`src/rtl/led_display_package.sv`:
```
// Shared definitions for the HUB75 frame reader: channel codes and the flat RGB row layout.
package led_display_package;

    localparam int GL_RGB_CHANNELS = 6;
    localparam int GL_ROW_W        = 32;

    typedef enum logic [2:0] {
        CH_TOP_R = 3'd0,
        CH_TOP_G = 3'd1,
        CH_TOP_B = 3'd2,
        CH_BOT_R = 3'd3,
        CH_BOT_G = 3'd4,
        CH_BOT_B = 3'd5
    } channel_e;

    // Member order puts top_r in the LSBs of the flat row word.
    typedef struct packed {
        logic [GL_ROW_W-1:0] bot_b;
        logic [GL_ROW_W-1:0] bot_g;
        logic [GL_ROW_W-1:0] bot_r;
        logic [GL_ROW_W-1:0] top_b;
        logic [GL_ROW_W-1:0] top_g;
        logic [GL_ROW_W-1:0] top_r;
    } rgb_row_t;

    function automatic logic [GL_RGB_CHANNELS*GL_ROW_W-1:0] pack_row(input rgb_row_t r);
        return {r.bot_b, r.bot_g, r.bot_r, r.top_b, r.top_g, r.top_r};
    endfunction

    function automatic rgb_row_t unpack_row(input logic [GL_RGB_CHANNELS*GL_ROW_W-1:0] flat);
        rgb_row_t r;
        {r.bot_b, r.bot_g, r.bot_r, r.top_b, r.top_g, r.top_r} = flat;
        return r;
    endfunction

endpackage

```
`src/rtl/led_display_rdata_tagger.sv`:
```
// Tag pipe that follows each RAM read so returning data can be steered to its channel slot.
module led_display_rdata_tagger #(
    parameter int LATENCY = 1
) (
    input  logic       clk_in,
    input  logic       n_reset_in,
    input  logic       issue_in,
    input  logic [2:0] chan_in,
    output logic       tag_valid_out,
    output logic [2:0] tag_chan_out
);

    typedef struct packed {
        logic       valid;
        logic [2:0] chan;
    } tag_t;

    tag_t pipe [LATENCY];

    // NOTE: non-blocking assignments let every stage sample its neighbour's pre-edge value.
    always_ff @(posedge clk_in or negedge n_reset_in) begin
        if (!n_reset_in) begin
            for (int i = 0; i < LATENCY; i++) begin
                pipe[i] <= '0;
            end
        end else begin
            pipe[0] <= '{valid: issue_in, chan: chan_in};
            for (int i = 1; i < LATENCY; i++) begin
                pipe[i] <= pipe[i-1];
            end
        end
    end

    assign tag_valid_out = pipe[LATENCY-1].valid;
    assign tag_chan_out  = pipe[LATENCY-1].chan;

endmodule

```
`src/rtl/led_display_frame_reader.sv`:
```
// Frame-buffer reader: fetches six channel words per scan row, assembles them and
// presents the row on a valid/ready port while the next row is prefetched.
module led_display_frame_reader
    import led_display_package::*;
#(
    parameter int ROW_W       = 32,
    parameter int SCAN_ROWS   = 16,
    parameter int RAM_LATENCY = 1,
    parameter int ROW_ADDR_W  = $clog2(SCAN_ROWS),
    parameter int RAM_ADDR_W  = ROW_ADDR_W + 4
) (
    input  logic                         clk_in,
    input  logic                         n_reset_in,
    input  logic                         enable_in,
    input  logic                         bank_swap_in,
    output logic                         swap_ack_out,
    output logic                         bank_out,
    output logic                         ram_rd_en_out,
    output logic [RAM_ADDR_W-1:0]        ram_address_out,
    input  logic [ROW_W-1:0]             ram_rdata_in,
    output logic [GL_RGB_CHANNELS*ROW_W-1:0] row_data_out,
    output logic                         row_valid_out,
    output logic [ROW_ADDR_W-1:0]        row_address_out,
    output logic                         row_first_out,
    input  logic                         row_ready_in
);

    if (RAM_LATENCY < 1 || RAM_LATENCY > 4) begin : g_bad_latency
        $error("led_display_frame_reader: RAM_LATENCY must be in 1..4");
    end
    if (SCAN_ROWS < 2 || (SCAN_ROWS & (SCAN_ROWS - 1)) != 0) begin : g_bad_rows
        $error("led_display_frame_reader: SCAN_ROWS must be a power of 2, >= 2");
    end

    typedef enum logic [1:0] {
        S_IDLE  = 2'd0,
        S_ISSUE = 2'd1,
        S_WAIT  = 2'd2,
        S_FULL  = 2'd3
    } state_e;

    state_e                          state, state_next;
    channel_e                        chan;
    logic [ROW_ADDR_W-1:0]           row, asm_row;
    logic                            bank, swap_pending;
    logic                            issue, swap_now, eff_bank, load;
    logic                            tag_valid;
    logic [2:0]                      tag_chan;
    logic [ROW_W-1:0]                slot [GL_RGB_CHANNELS];
    logic [GL_RGB_CHANNELS*ROW_W-1:0] asm_flat;

    assign issue    = (state == S_ISSUE);
    // The swap lands on the very first read of a new frame, so that read already uses the new bank.
    assign swap_now = issue && (chan == CH_TOP_R) && (row == '0) && swap_pending;
    assign eff_bank = bank ^ swap_now;
    assign load     = (state == S_FULL) && (!row_valid_out || row_ready_in);

    assign ram_rd_en_out   = issue;
    assign ram_address_out = issue ? {eff_bank, row, chan} : '0;
    assign swap_ack_out    = swap_now;
    assign bank_out        = eff_bank;

    // NOTE: state_next takes a default before the case, so no path leaves it unassigned (no latch).
    always_comb begin
        state_next = state;
        unique case (state)
            S_IDLE:  if (enable_in) state_next = S_ISSUE;
            S_ISSUE: if (chan == CH_BOT_B) state_next = S_WAIT;
            S_WAIT:  if (tag_valid && tag_chan == CH_BOT_B) state_next = S_FULL;
            S_FULL:  if (load) state_next = S_IDLE;
            default: state_next = S_IDLE;
        endcase
    end

    always_ff @(posedge clk_in or negedge n_reset_in) begin
        if (!n_reset_in) begin
            state        <= S_IDLE;
            chan         <= CH_TOP_R;
            row          <= '0;
            asm_row      <= '0;
            bank         <= 1'b0;
            swap_pending <= 1'b0;
        end else begin
            state <= state_next;
            if (issue) begin
                if (chan == CH_BOT_B) begin
                    chan    <= CH_TOP_R;
                    asm_row <= row;
                    row     <= row + ROW_ADDR_W'(1);
                end else begin
                    chan <= channel_e'(chan + 3'd1);
                end
            end
            // A request coinciding with the swap cycle re-arms for the next frame.
            if (swap_now) begin
                bank         <= ~bank;
                swap_pending <= bank_swap_in;
            end else if (bank_swap_in) begin
                swap_pending <= 1'b1;
            end
        end
    end

    led_display_rdata_tagger #(
        .LATENCY (RAM_LATENCY)
    ) u_tagger (
        .clk_in        (clk_in),
        .n_reset_in    (n_reset_in),
        .issue_in      (issue),
        .chan_in       (chan),
        .tag_valid_out (tag_valid),
        .tag_chan_out  (tag_chan)
    );

    // NOTE: the assembly slots carry no reset; clearing the tag valids is enough, since a row
    // is only presented after all six slots have been rewritten.
    always_ff @(posedge clk_in) begin
        if (tag_valid) begin
            slot[tag_chan] <= ram_rdata_in;
        end
    end

    for (genvar k = 0; k < GL_RGB_CHANNELS; k++) begin : g_flat
        assign asm_flat[k*ROW_W +: ROW_W] = slot[k];
    end

    always_ff @(posedge clk_in or negedge n_reset_in) begin
        if (!n_reset_in) begin
            row_valid_out   <= 1'b0;
            row_data_out    <= '0;
            row_address_out <= '0;
            row_first_out   <= 1'b0;
        end else if (load) begin
            row_valid_out   <= 1'b1;
            row_data_out    <= asm_flat;
            row_address_out <= asm_row;
            row_first_out   <= (asm_row == '0);
        end else if (row_ready_in) begin
            row_valid_out <= 1'b0;
        end
    end

endmodule

```
`config.mk`:
```
export PLATFORM = sky130hd
export DESIGN_NAME = led_display_frame_reader
export DESIGN_NICKNAME = d
export VERILOG_FILES = /design/src/rtl/led_display_package.sv /design/src/rtl/led_display_rdata_tagger.sv /design/src/rtl/led_display_frame_reader.sv
export SDC_FILE = /design/constraint.sdc
export NUM_CORES = 1
export LEC_CHECK = 0
export CAP_MARGIN = 20
export CORE_MARGIN = 3
export CORE_UTILIZATION = 43
export CTS_BUF_LIST = sky130_fd_sc_hd__clkbuf_8
export DETAILED_ROUTE_END_ITERATION = 16
export PLACE_DENSITY = 0.67
export SYNTH_ARGS = -nofsm -noshare
export SYNTH_HDL_FRONTEND = slang
export SYNTH_SLANG_ARGS = --single-unit
```
`constraint.sdc`:
```
create_clock -name clk_in -period 8.2 [get_ports clk_in]
set_input_delay 1.23 -clock clk_in [delete_from_list [all_inputs] [get_ports clk_in]]
set_output_delay 1.23 -clock clk_in [all_outputs]
set_load 0.02 [all_outputs]
```
==> summary.txt, run 1 <==
Clock network
  – Post-CTS setup repair buffer count: 0
  – CTS tree: built
  – CTS Root Buffer Type: clkbuf_8
  – Clock latency on the worst-skew pair: 550 ps
  – Cts bufs inserted: 67
  – CTS clk-pin slew, worst paths: 60 ps
  – H-tree depth: 3
  – Clock sinks: 409
  – Longest Clk Path Bufs: 3
  – Post-CTS sizing: 0
  – Post-CTS Hold Buffers: 0

Synthesis
  – Synth top area cells: edfxtp_1 (39%), dfrtp_1 (37%), mux2_4 (13%)
  – Area leader, netlist: edfxtp_1
  – Share of the synthesized area in the top cell type: 0.3923
  – YS warnings: 0
  – Cell area after synthesis: 0.01470 mm²
  – Mapped Cells: 709
  – FFs w/ async S/R, synth: 0.5306
  – Number of flops mapped to enable cells by yosys: 192
  – Netlist cell types: 40
  – Most frequent cell after synthesis: dfrtp_1
  – Top_reg_cell synth: dfrtp_1
  – Syn_nets: 753
  – Yosys reg bits: 409
  – Mapped Avg Cell Area: 20.73 µm²
  – Post-synth top cells: dfrtp_1 (217), edfxtp_1 (192), mux2_4 (130)
  – Sequential area share after synthesis: 0.7617

Setup path
  – Slowest stage delay, CP: 640 ps
  – R2R setup slack: 5420 ps
  – Crit. End Element: primary output
  – Critical path origin: state[1]$_DFFE_PN0P_
  – CP delay by family, top: buffers and inverters
  – Critical R2R Launch: state[1]$_DFFE_PN0P_
  – Stages on worst setup path: 5
  – CP Capture Point: ram_address_out[7]
  – Worst Path Max Fanout: 18
  – CP max-delay cell: clkdlybuf4s50_1
  – Worst Setup Start Kind: flip-flop
  – CP Class: reg2out
  – CP required: 6970 ps
  – Worst Path Arrival: 2800 ps
  – Cells along the critical path: inv_1, ha_1, nand4_2, o22ai_1, clkdlybuf4s50_1
  – Critical path buffer and inverter count: 2
  – R2R Path End: row_data_out[78]$_DFFE_PN0P_
  – Worst Reg-to-Reg Cells: 4

Final layout
  – Fillcell total: 2613
  – NumNets Final: 1052
  – Final Core Density: 0.5640
  – Final Cell Area: 0.01896 mm²
  – Area of the multi-input gates: 0.003294 mm²
  – Register area: 0.01120 mm²
  – Layout cells sized above 1: 0.2993
  – # diodes: 0
  – Area grow syn2layout: 29.00%

Power
  – Pwr/cell area: 208.2 mW/mm²
  – Reg power frac: 0.545
  – Comb pwr share: 0.013
  – Peak VDD IR: 113.6 µV
  – Clock share of power: 0.442
  – Int Pwr: 3.139 mW
  – Pleak: 8.464 nW
  – Switching Power: 0.8096 mW
  – Switch share: 0.2051

Timing
  – Setup TNS Final: 0 ps
  – Max Clock Freq: 0.2483 GHz
  – Worst-Margin Slew: 1001 ps
  – Setup Viol. Count Final: 0
  – RSZ-0062 raised after global routing: no
  – Fin crit period: 4027 ps
  – Slew headroom: 0.3327
  – Final period utilization: 0.4912
  – Final Slew Violations: 0
  – Clock skew: 10.50 ps
  – Count of final hold-check violations: 0

Detailed routing
  – Via count: 7211
  – Via/cell ratio: 4.785
  – DRC: 0
  – Routed Antenna Nets: 0
  – Initial DRC count: 341
  – WL final: 29.92 mm
  – DR WL/cell: 19.85 µm
  – TritonRoute pass-1 iters: 4

Die
  – Initial Util: 0.4372
  – Die W: 190.9 µm
  – IO Pins: 246
  – Die ar.: 0.03644 mm²
  – Die height: 190.9 µm
  – Std cell rows: 67
  – Total core area: 0.03362 mm²

Place
  – Placed cell areas: 0.01762 mm²
  – IO buf count: 245
  – Post-DP HPWL: 17.74 mm
  – Gp weighted congestion: 0.7476

Global route
  – Vias in the first global route: 7650
  – Initial antenna violation count: 0
  – Total Routing Usage GR: 0.1655
  – Largest net degree at the start of global routing: 110
  – GR Overflow Total: 0
  – Global-route wire length before repair: 46.17 mm

Worst hold path
  – Hold Path Class: reg2reg

Job
  – Max-Cap Viols: 0

Outcome
  – Status: completed
-- worst reg2reg max path, stage by stage, from the launching register on --
cell,delay [ps]
dfrtp_1,430
ha_1,300
nand2_8,600
buf_12,740
mux2_2,590
-- power groups by stage --
stage	combinational (mW)	sequential, mW	clock [mW]
4_1_cts	0.0542	2.15	1.81
6_report	0.0517	2.15	1.75
3_5_place_dp	0.0539	2.19	0
5_1_grt	0.0592	2.15	1.91
2_1_floorplan	0.000276	2.19	0
3_3_place_gp	0.0535	2.19	0
-- per-layer routing --
metal	track usage	share of wire	vias to the layer above
met5	0	0	-
met2	0.2532	0.46	221
li1	-	-	3217
met3	0.05294	0.068	44
met4	0.05504	0.022	0
met1	0.2261	0.45	3729
-- cell usage in the layout (no fill, tap or decap), types with 3 or more instances in the layout --
cell,n
nand2b_1,3
nand2_1,8
bufinv_16,3
clkinv_1,7
ha_1,7
xor2_1,3
dfrtp_1,217
edfxtp_1,192
o21ai_0,4
clkbuf_8,79
and2_1,5
clkinv_2,8
nor2_1,3
inv_1,30
mux2_4,130
mux2_2,71
clkdlybuf4s50_1,244
buf_4,8
-- kinds of logic after synthesis --
| family | Yosys count | synth area share |
|---|---|---|
| compound gates | 13 | 0.005959 |
| simple gates | 41 | 0.01899 |
| mux | 201 | 0.1872 |
| buf+inv | 33 | 0.01720 |
| fa+ha+maj | 7 | 0.005959 |
| xor+xnor | 5 | 0.002980 |
| flops | 409 | 0.7617 |
-- state kept, by name (all words and copies together) (netlist names) --
name	cells
row_valid_out	1
slot	192
u_tagger.tag_valid_out	1
swap_pending	1
row_first_out	1
bank	1
row_data_out	192
state	2
row	4
row_address_out	4
chan	3
u_tagger.tag_chan_out	3
asm_row	4
-- worst min path at each step --
stage	start	end	cells after the start	slack, ps
4_1_cts	slot[1][7]$_DFFE_PP_	row_data_out[39]$_DFFE_PN0P_	1	470
2_1_floorplan	chan[0]$_DFFE_PN0N_	u_tagger.tag_chan_out[0]$_DFF_PN0_	0	370
3_5_place_dp	slot[0][29]$_DFFE_PP_	row_data_out[29]$_DFFE_PN0P_	1	460
5_1_grt	slot[4][18]$_DFFE_PP_	row_data_out[146]$_DFFE_PN0P_	1	480
6_report	slot[5][18]$_DFFE_PP_	row_data_out[178]$_DFFE_PN0P_	1	470
3_3_place_gp	slot[2][19]$_DFFE_PP_	row_data_out[83]$_DFFE_PN0P_	1	460
-- metrics by stage --
step / worst slack (ps) / cells / hold slack (ps) / total power [mW]
after floorplan: 4791 / 709 / 374.5 / 2.191
after global placement: 4397 / 1387 / 456.9 / 2.244
after detailed placement: 4374 / 1387 / 463.6 / 2.244
after CTS: 4085 / 1507 / 467.8 / 4.013
after global routing: 3896 / 1507 / 476.9 / 4.119
final: 4173 / 1507 / 470.1 / 3.949
-- cell type report --
type                            count  area share
Tap cell                          448     0.02956
Multi-Input combinational cell    267      0.1737
Sequential cell                   409      0.5905
Inverter                            9    0.001782
Clock buffer                       79     0.05734
Clock inverter                     41     0.01326
Timing Repair Buffer              254      0.1338
(Power assumes the default switching activity.)
==> run 2: changes to the inputs <==
clock period = 4.2 ns   (was 8.2 ns; I/O delays follow)
==> run 2 against run 1 <==
Clock skew up 15 ps. Clock-buffer cell count up 3. Global-route usage up 0.091 points.
==> summary.txt, run 2 (synthesis results as in run 1) <==
Outcome
  – Status: completed

Power
  – Peak VDD IR: 268.3 µV (+140%)
  – Pleak: 8.519 nW (+0.66%)
  – Pwr/cell area: 404.5 mW/mm² (+94%)

Setup path
  – Worst Path Max Fanout: 18 (unchanged)
  – Worst Setup Start Kind: flip-flop
  – Worst Reg-to-Reg Cells: 4 (unchanged)
  – Critical R2R Launch: state[0]$_DFFE_PN0P_
  – CP delay by family, top: buffers and inverters
  – Crit. End Element: primary output
  – CP required: 3570 ps (-3400 ps)
  – CP max-delay cell: clkdlybuf4s50_1
  – Slowest stage delay, CP: 630 ps (about the same)
  – R2R setup slack: 1900 ps (-3520 ps)
  – CP Class: reg2out
  – Critical path buffer and inverter count: 2 (unchanged)
  – Worst Path Arrival: 2760 ps (-40 ps)
  – R2R Path End: row_data_out[113]$_DFFE_PN0P_
  – Cells along the critical path: inv_1, ha_1, nand4_2, o22ai_1, clkdlybuf4s50_1

Timing
  – Fin crit period: 3388 ps
  – Count of final hold-check violations: 0 (unchanged)
  – Setup TNS Final: 0 ps (unchanged)
  – Final Slew Violations: 0 (unchanged)
  – Slew headroom: 0.3639 (+0.03119)
  – Max Clock Freq: 0.2951 GHz
  – Setup Viol. Count Final: 0 (unchanged)
  – Final period utilization: 0.8067
  – Worst-Margin Slew: 954.2 ps (-46.79 ps)
  – Final WS setup: 811.8 ps (-3361 ps)
  – Clock skew: 25.62 ps (+15.13 ps)
  – RSZ-0062 raised after global routing: no

Global route
  – Global-route wire length before repair: 46.55 mm (+0.81%)
  – Total Routing Usage GR: 0.1664 (+0.0009055)
  – GR Overflow Total: 0 (unchanged)
  – Largest net degree at the start of global routing: 89 (-19%)
  – Initial antenna violation count: 0 (unchanged)
  – Vias in the first global route: 7753 (+1.3%)

Clock network
  – Longest Clk Path Bufs: 3 (unchanged)
  – Cts bufs inserted: 68 (+1.5%)
  – H-tree depth: 3 (unchanged)
  – Post-CTS setup repair buffer count: 0 (unchanged)
  – CTS clk-pin slew, worst paths: 60 ps (about the same)
  – Clock latency on the worst-skew pair: 550 ps (about the same)
  – Post-CTS Hold Buffers: 0 (unchanged)
  – CTS tree: built
  – Clock sinks: 409 (unchanged)
  – Post-CTS sizing: 0 (unchanged)
  – CTS Root Buffer Type: clkbuf_8

Die
  – Std cell rows: 67 (unchanged)
  – Die height: 190.9 µm (unchanged)
  – Initial Util: 0.4372 (unchanged)
  – Die ar.: 0.03644 mm² (unchanged)
  – Total core area: 0.03362 mm² (unchanged)
  – Die W: 190.9 µm (unchanged)
  – IO Pins: 246 (unchanged)

Final layout
  – Register area: 0.01120 mm² (unchanged)
  – Top Registers: row_data_out (192), slot (192)
  – Fillcell total: 2605 (-0.31%)
  – Area grow syn2layout: 29.71%
  – Area of the multi-input gates: 0.003294 mm² (unchanged)
  – # diodes: 0 (unchanged)
  – NumNets Final: 1061 (+0.86%)
  – Final Core Density: 0.5671 (+0.003089)
  – Layout cells sized above 1: 0.3050 (+0.005619)
  – Most frequent cells in the layout: clkdlybuf4s50_1 (244), dfrtp_1 (217), edfxtp_1 (192)
  – Most common cell after layout, fill and taps aside: clkdlybuf4s50_1

Place
  – Pre-CTS setup slack: 1367 ps (-3007 ps)
  – Post-DP HPWL: 18.43 mm (+3.8%)
  – IO buf count: 245 (unchanged)
  – Gp weighted congestion: 0.7329 (-2.0%)

Worst hold path
  – Hold Path Class: in2async

Detailed routing
  – DR WL/cell: 19.79 µm (-0.33%)
  – Via count: 7183 (-0.39%)
  – Initial DRC count: 294 (-14%)
  – Routed Antenna Nets: 0 (unchanged)
  – TritonRoute pass-1 iters: 4 (unchanged)
  – WL final: 30.02 mm (+0.33%)
  – Via/cell ratio: 4.735 (-1.0%)
  – DRC: 0 (unchanged)

Job
  – Max-Cap Viols: 0 (unchanged)
[run 2: cell types whose count changed in the layout (fill, tap and decap cells not counted)]
cell,before,now
buf_4,8,14
clkinv_2,8,5
inv_1,30,31
buf_12,1,3
clkbuf_8,79,82
inv_8,0,1
bufinv_16,3,2
clkinvlp_4,1,2
[run 2: cell type report]
class                      count  share of cell area
clock buffer                  82             0.05920
timing repair buffer         262              0.1376
tap                          448             0.02940
multi-input combinational    267              0.1728
sequential                   409              0.5873
inverter                       9            0.001772
clock inverter                40             0.01201
[run 2: worst max-delay path by stage]
stage,from,end,cells past startpoint
global route,state[1]$_DFFE_PN0P_,ram_address_out[7],5
detailed placement,state[1]$_DFFE_PN0P_,bank_out,5
global placement,row_ready_in,row_data_out[81]$_DFFE_PN0P_,5
CTS,state[1]$_DFFE_PN0P_,ram_address_out[7],5
floorplan,u_tagger.tag_chan_out[0]$_DFF_PN0_,slot[4][0]$_DFFE_PP_,2
finish,state[1]$_DFFE_PN0P_,ram_address_out[7],5
[run 2: routing by layer]
layer	global-route usage	share of wire	vias to the layer above
li1	-	-	3233
met1	0.2272	0.44	3693
met2	0.2614	0.48	215
met3	0.04669	0.061	42
met4	0.05165	0.018	0
met5	0	0	-
[run 2: report_power, final]
part,internal (mW),switching (mW),leakage (nW),total (mW)
combinational,0.0332,0.0710,3.00,0.104
sequential,4.20,0.0000000000000000174,4.75,4.20
clock,1.90,1.51,0.776,3.41
[run 2: per-stage QoR]
step           power (mW)  cell area (µm²)  hold slack [ps]  cells
5_1_grt             8.034            19060            117.5   1517
6_report            7.711            19060            99.74   1517
2_1_floorplan       4.279            14700            334.4    709
4_1_cts             7.837            19060            71.98   1517
3_3_place_gp        4.384            17710            457.1   1395
3_5_place_dp        4.385            17710            463.5   1395
==> run 3: changes to the inputs <==
clock period = 3.45 ns   (was 4.2 ns; I/O delays follow)
==> run 3 against run 2 <==
Power rose by 22%. Via count rose by 0.18%. Combinational power rose by 24%. Worst setup slack got worse by 420 ps. Critical path depth did not move. Die area did not move. Core utilization rose by 0.23 points. Clock skew rose by 1.8 ps.
==> summary.txt, run 3 (synthesis results as in run 1) <==
Timing
  – Setup TNS Final: 0 ps (unchanged)
  – Final Slew Violations: 0 (unchanged)
  – RSZ-0062 raised after global routing: no
  – Worst-Margin Slew: 802.6 ps (-151.6 ps)
  – Final period utilization: 0.8879
  – Clock skew: 27.44 ps (+1.815 ps)
  – Slew headroom: 0.4649 (+0.1011)
  – Fin crit period: 3063 ps
  – Setup Viol. Count Final: 0 (unchanged)
  – Count of final hold-check violations: 0 (unchanged)
  – Max Clock Freq: 0.3265 GHz

Power
  – Switching Power: 1.924 mW (+22%)
  – Pwr/cell area: 491.0 mW/mm² (+21%)
  – Comb pwr share: 0.014 (about the same)
  – Int Pwr: 7.475 mW (+22%)
  – Reg power frac: 0.544 (about the same)
  – Pleak: 8.579 nW (+0.70%)
  – Switch share: 0.2047 (-0.0002852)
  – Clock share of power: 0.442 (about the same)
  – Peak VDD IR: 455.5 µV (+70%)

Detailed routing
  – DR WL/cell: 19.70 µm (-0.45%)
  – Routed Antenna Nets: 0 (unchanged)
  – Highest metal used: met4
  – Via count: 7196 (+0.18%)
  – Initial DRC count: 248 (-16%)
  – DRC: 0 (unchanged)
  – DR WL met2: 14.14 mm (-1.0%)
  – Via/cell ratio: 4.725 (-0.21%)
  – M1 WL: 13.30 mm (-0.29%)
  – Met3 wire length: 2.010 mm (+9.5%)
  – WL final: 30.00 mm (about the same)
  – TritonRoute pass-1 iters: 4 (unchanged)

Final layout
  – Top Registers: row_data_out (192), slot (192)
  – Fillcell total: 2606 (+0.038%)
  – Layout cells sized above 1: 0.3079 (+0.002949)
  – # diodes: 0 (unchanged)
  – Non-Filler Instances: 1523 (+0.40%)
  – Most common cell after layout, fill and taps aside: clkdlybuf4s50_1
  – Area grow syn2layout: 30.24%
  – Most frequent cells in the layout: clkdlybuf4s50_1 (244), dfrtp_1 (217), edfxtp_1 (192)
  – NumNets Final: 1066 (+0.47%)

Setup path
  – Worst Path Max Fanout: 18 (unchanged)
  – Critical path buffer and inverter count: 2 (unchanged)
  – CP Class: reg2out
  – R2R setup slack: 1200 ps (-700 ps)
  – Slowest stage delay, CP: 630 ps (about the same)
  – CP delay by family, top: buffers and inverters
  – Worst Reg-to-Reg Cells: 5 (+1)
  – Critical R2R Launch: state[1]$_DFFE_PN0P_
  – Worst Path Arrival: 2550 ps (-210 ps)
  – Crit. End Element: primary output
  – Cells along the critical path: inv_1, ha_2, nand4_2, o22ai_1, clkdlybuf4s50_1
  – R2R Path End: row_data_out[154]$_DFFE_PN0P_
  – CP max-delay cell: clkdlybuf4s50_1
  – Worst Setup Start Kind: flip-flop
  – CP required: 2930 ps (-640 ps)

Die
  – Die ar.: 0.03644 mm² (unchanged)
  – Total core area: 0.03362 mm² (unchanged)
  – Die W: 190.9 µm (unchanged)
  – Initial Util: 0.4372 (unchanged)
  – Die height: 190.9 µm (unchanged)
  – IO Pins: 246 (unchanged)
  – Std cell rows: 67 (unchanged)

Clock network
  – Clock latency on the worst-skew pair: 550 ps (about the same)
  – Clock sinks: 409 (unchanged)
  – Cts bufs inserted: 66 (-2.9%)
  – H-tree depth: 3 (unchanged)
  – Longest Clk Path Bufs: 3 (unchanged)
  – CTS Root Buffer Type: clkbuf_8
  – CTS tree: built
  – CTS clk-pin slew, worst paths: 60 ps (about the same)

Global route
  – Largest net degree at the start of global routing: 78 (-12%)
  – Global-route wire length before repair: 46.37 mm (-0.38%)
  – Initial antenna violation count: 0 (unchanged)
  – GR Overflow Total: 0 (unchanged)
  – Vias in the first global route: 7756 (+0.039%)
  – Total Routing Usage GR: 0.1656 (-0.0008328)

Worst hold path
  – Hold endpoint: row_data_out[125]$_DFFE_PN0P_
  – Hold depth: 1
  – Hold Path Class: reg2reg
  – Worst hold start: slot[3][29]$_DFFE_PP_

Place
  – Cells after DPL: 1401 (+0.43%)
  – IO buf count: 245 (unchanged)
  – Post-DP HPWL: 18.78 mm (+1.9%)
  – Gp weighted congestion: 0.7687 (+4.9%)

Job
  – Max-Cap Viols: 0 (unchanged)

Outcome
  – Status: completed
## run 3: cell types whose count changed in the layout (fill, tap and decap cells not counted), moves of 3 or more
cell / change
clkinv_1: -5
clkbuf_8: -3
inv_1: +6
buf_4: +4
## run 3: stage by stage
step           instance area [µm²]  worst slack [ps]  hold WS (ps)  utilization  power, mW
6_report                     19140             386.9         455.7       0.5694      9.400
5_1_grt                      19140             220.2         463.0       0.5694      9.797
4_1_cts                      19140             121.7         447.8       0.5694      9.559
3_5_place_dp                 17780             730.8         463.6       0.5288      5.339
3_3_place_gp                 17780             844.9         455.9       0.5288      5.339
2_1_floorplan                14700             41.33         221.9            -      5.209
## run 3: power groups by stage
stage | sequential [mW] | clock (mW) | combinational, mW
after global placement | 5.21 | 0 | 0.133
after floorplan | 5.21 | 0 | 0.000654
after global routing | 5.11 | 4.55 | 0.146
final | 5.11 | 4.16 | 0.129
after detailed placement | 5.21 | 0 | 0.133
after CTS | 5.11 | 4.31 | 0.136
## run 3: final cells by class
| type | count | area (µm²) | share of cell area |
|---|---|---|---|
| flip-flops and latches | 409 | 11200 | 0.5849 |
| multi-input cells | 267 | 3297 | 0.1722 |
| well taps | 448 | 560.5 | 0.02928 |
| repair buffers | 269 | 2703 | 0.1412 |
| clock inverters | 42 | 265.3 | 0.01386 |
| inverters | 9 | 33.78 | 0.001765 |
| clock buffers | 79 | 1087 | 0.05680 |
## run 3: worst max path at each step
stage                                       startpoint                    to  cells past startpoint
finish                            state[1]$_DFFE_PN0P_    ram_address_out[7]                      5
detailed placement                state[1]$_DFFE_PN0P_    ram_address_out[7]                      5
global placement                  state[1]$_DFFE_PN0P_    ram_address_out[7]                      5
global route                      state[1]$_DFFE_PN0P_    ram_address_out[7]                      5
floorplan           u_tagger.tag_chan_out[0]$_DFF_PN0_  slot[4][0]$_DFFE_PP_                      2
CTS                               state[1]$_DFFE_PN0P_    ram_address_out[7]                      5
## run 3: what timing repair did
item / CTS / global route
hold buffers: 1 / 0
hold endpoints to repair: 74 / 0
gates resized for setup: 0 / 1
endpoints found under the setup margin: 0 / 1
buffers inserted: 0 / 0
## run 3: per-layer routing
layer / GRT usage / vias to the layer above
met4: 0.04939 / 0
met2: 0.2588 / 211
met1: 0.2288 / 3687
met5: 0 / -
li1: - / 3245
met3: 0.04559 / 53
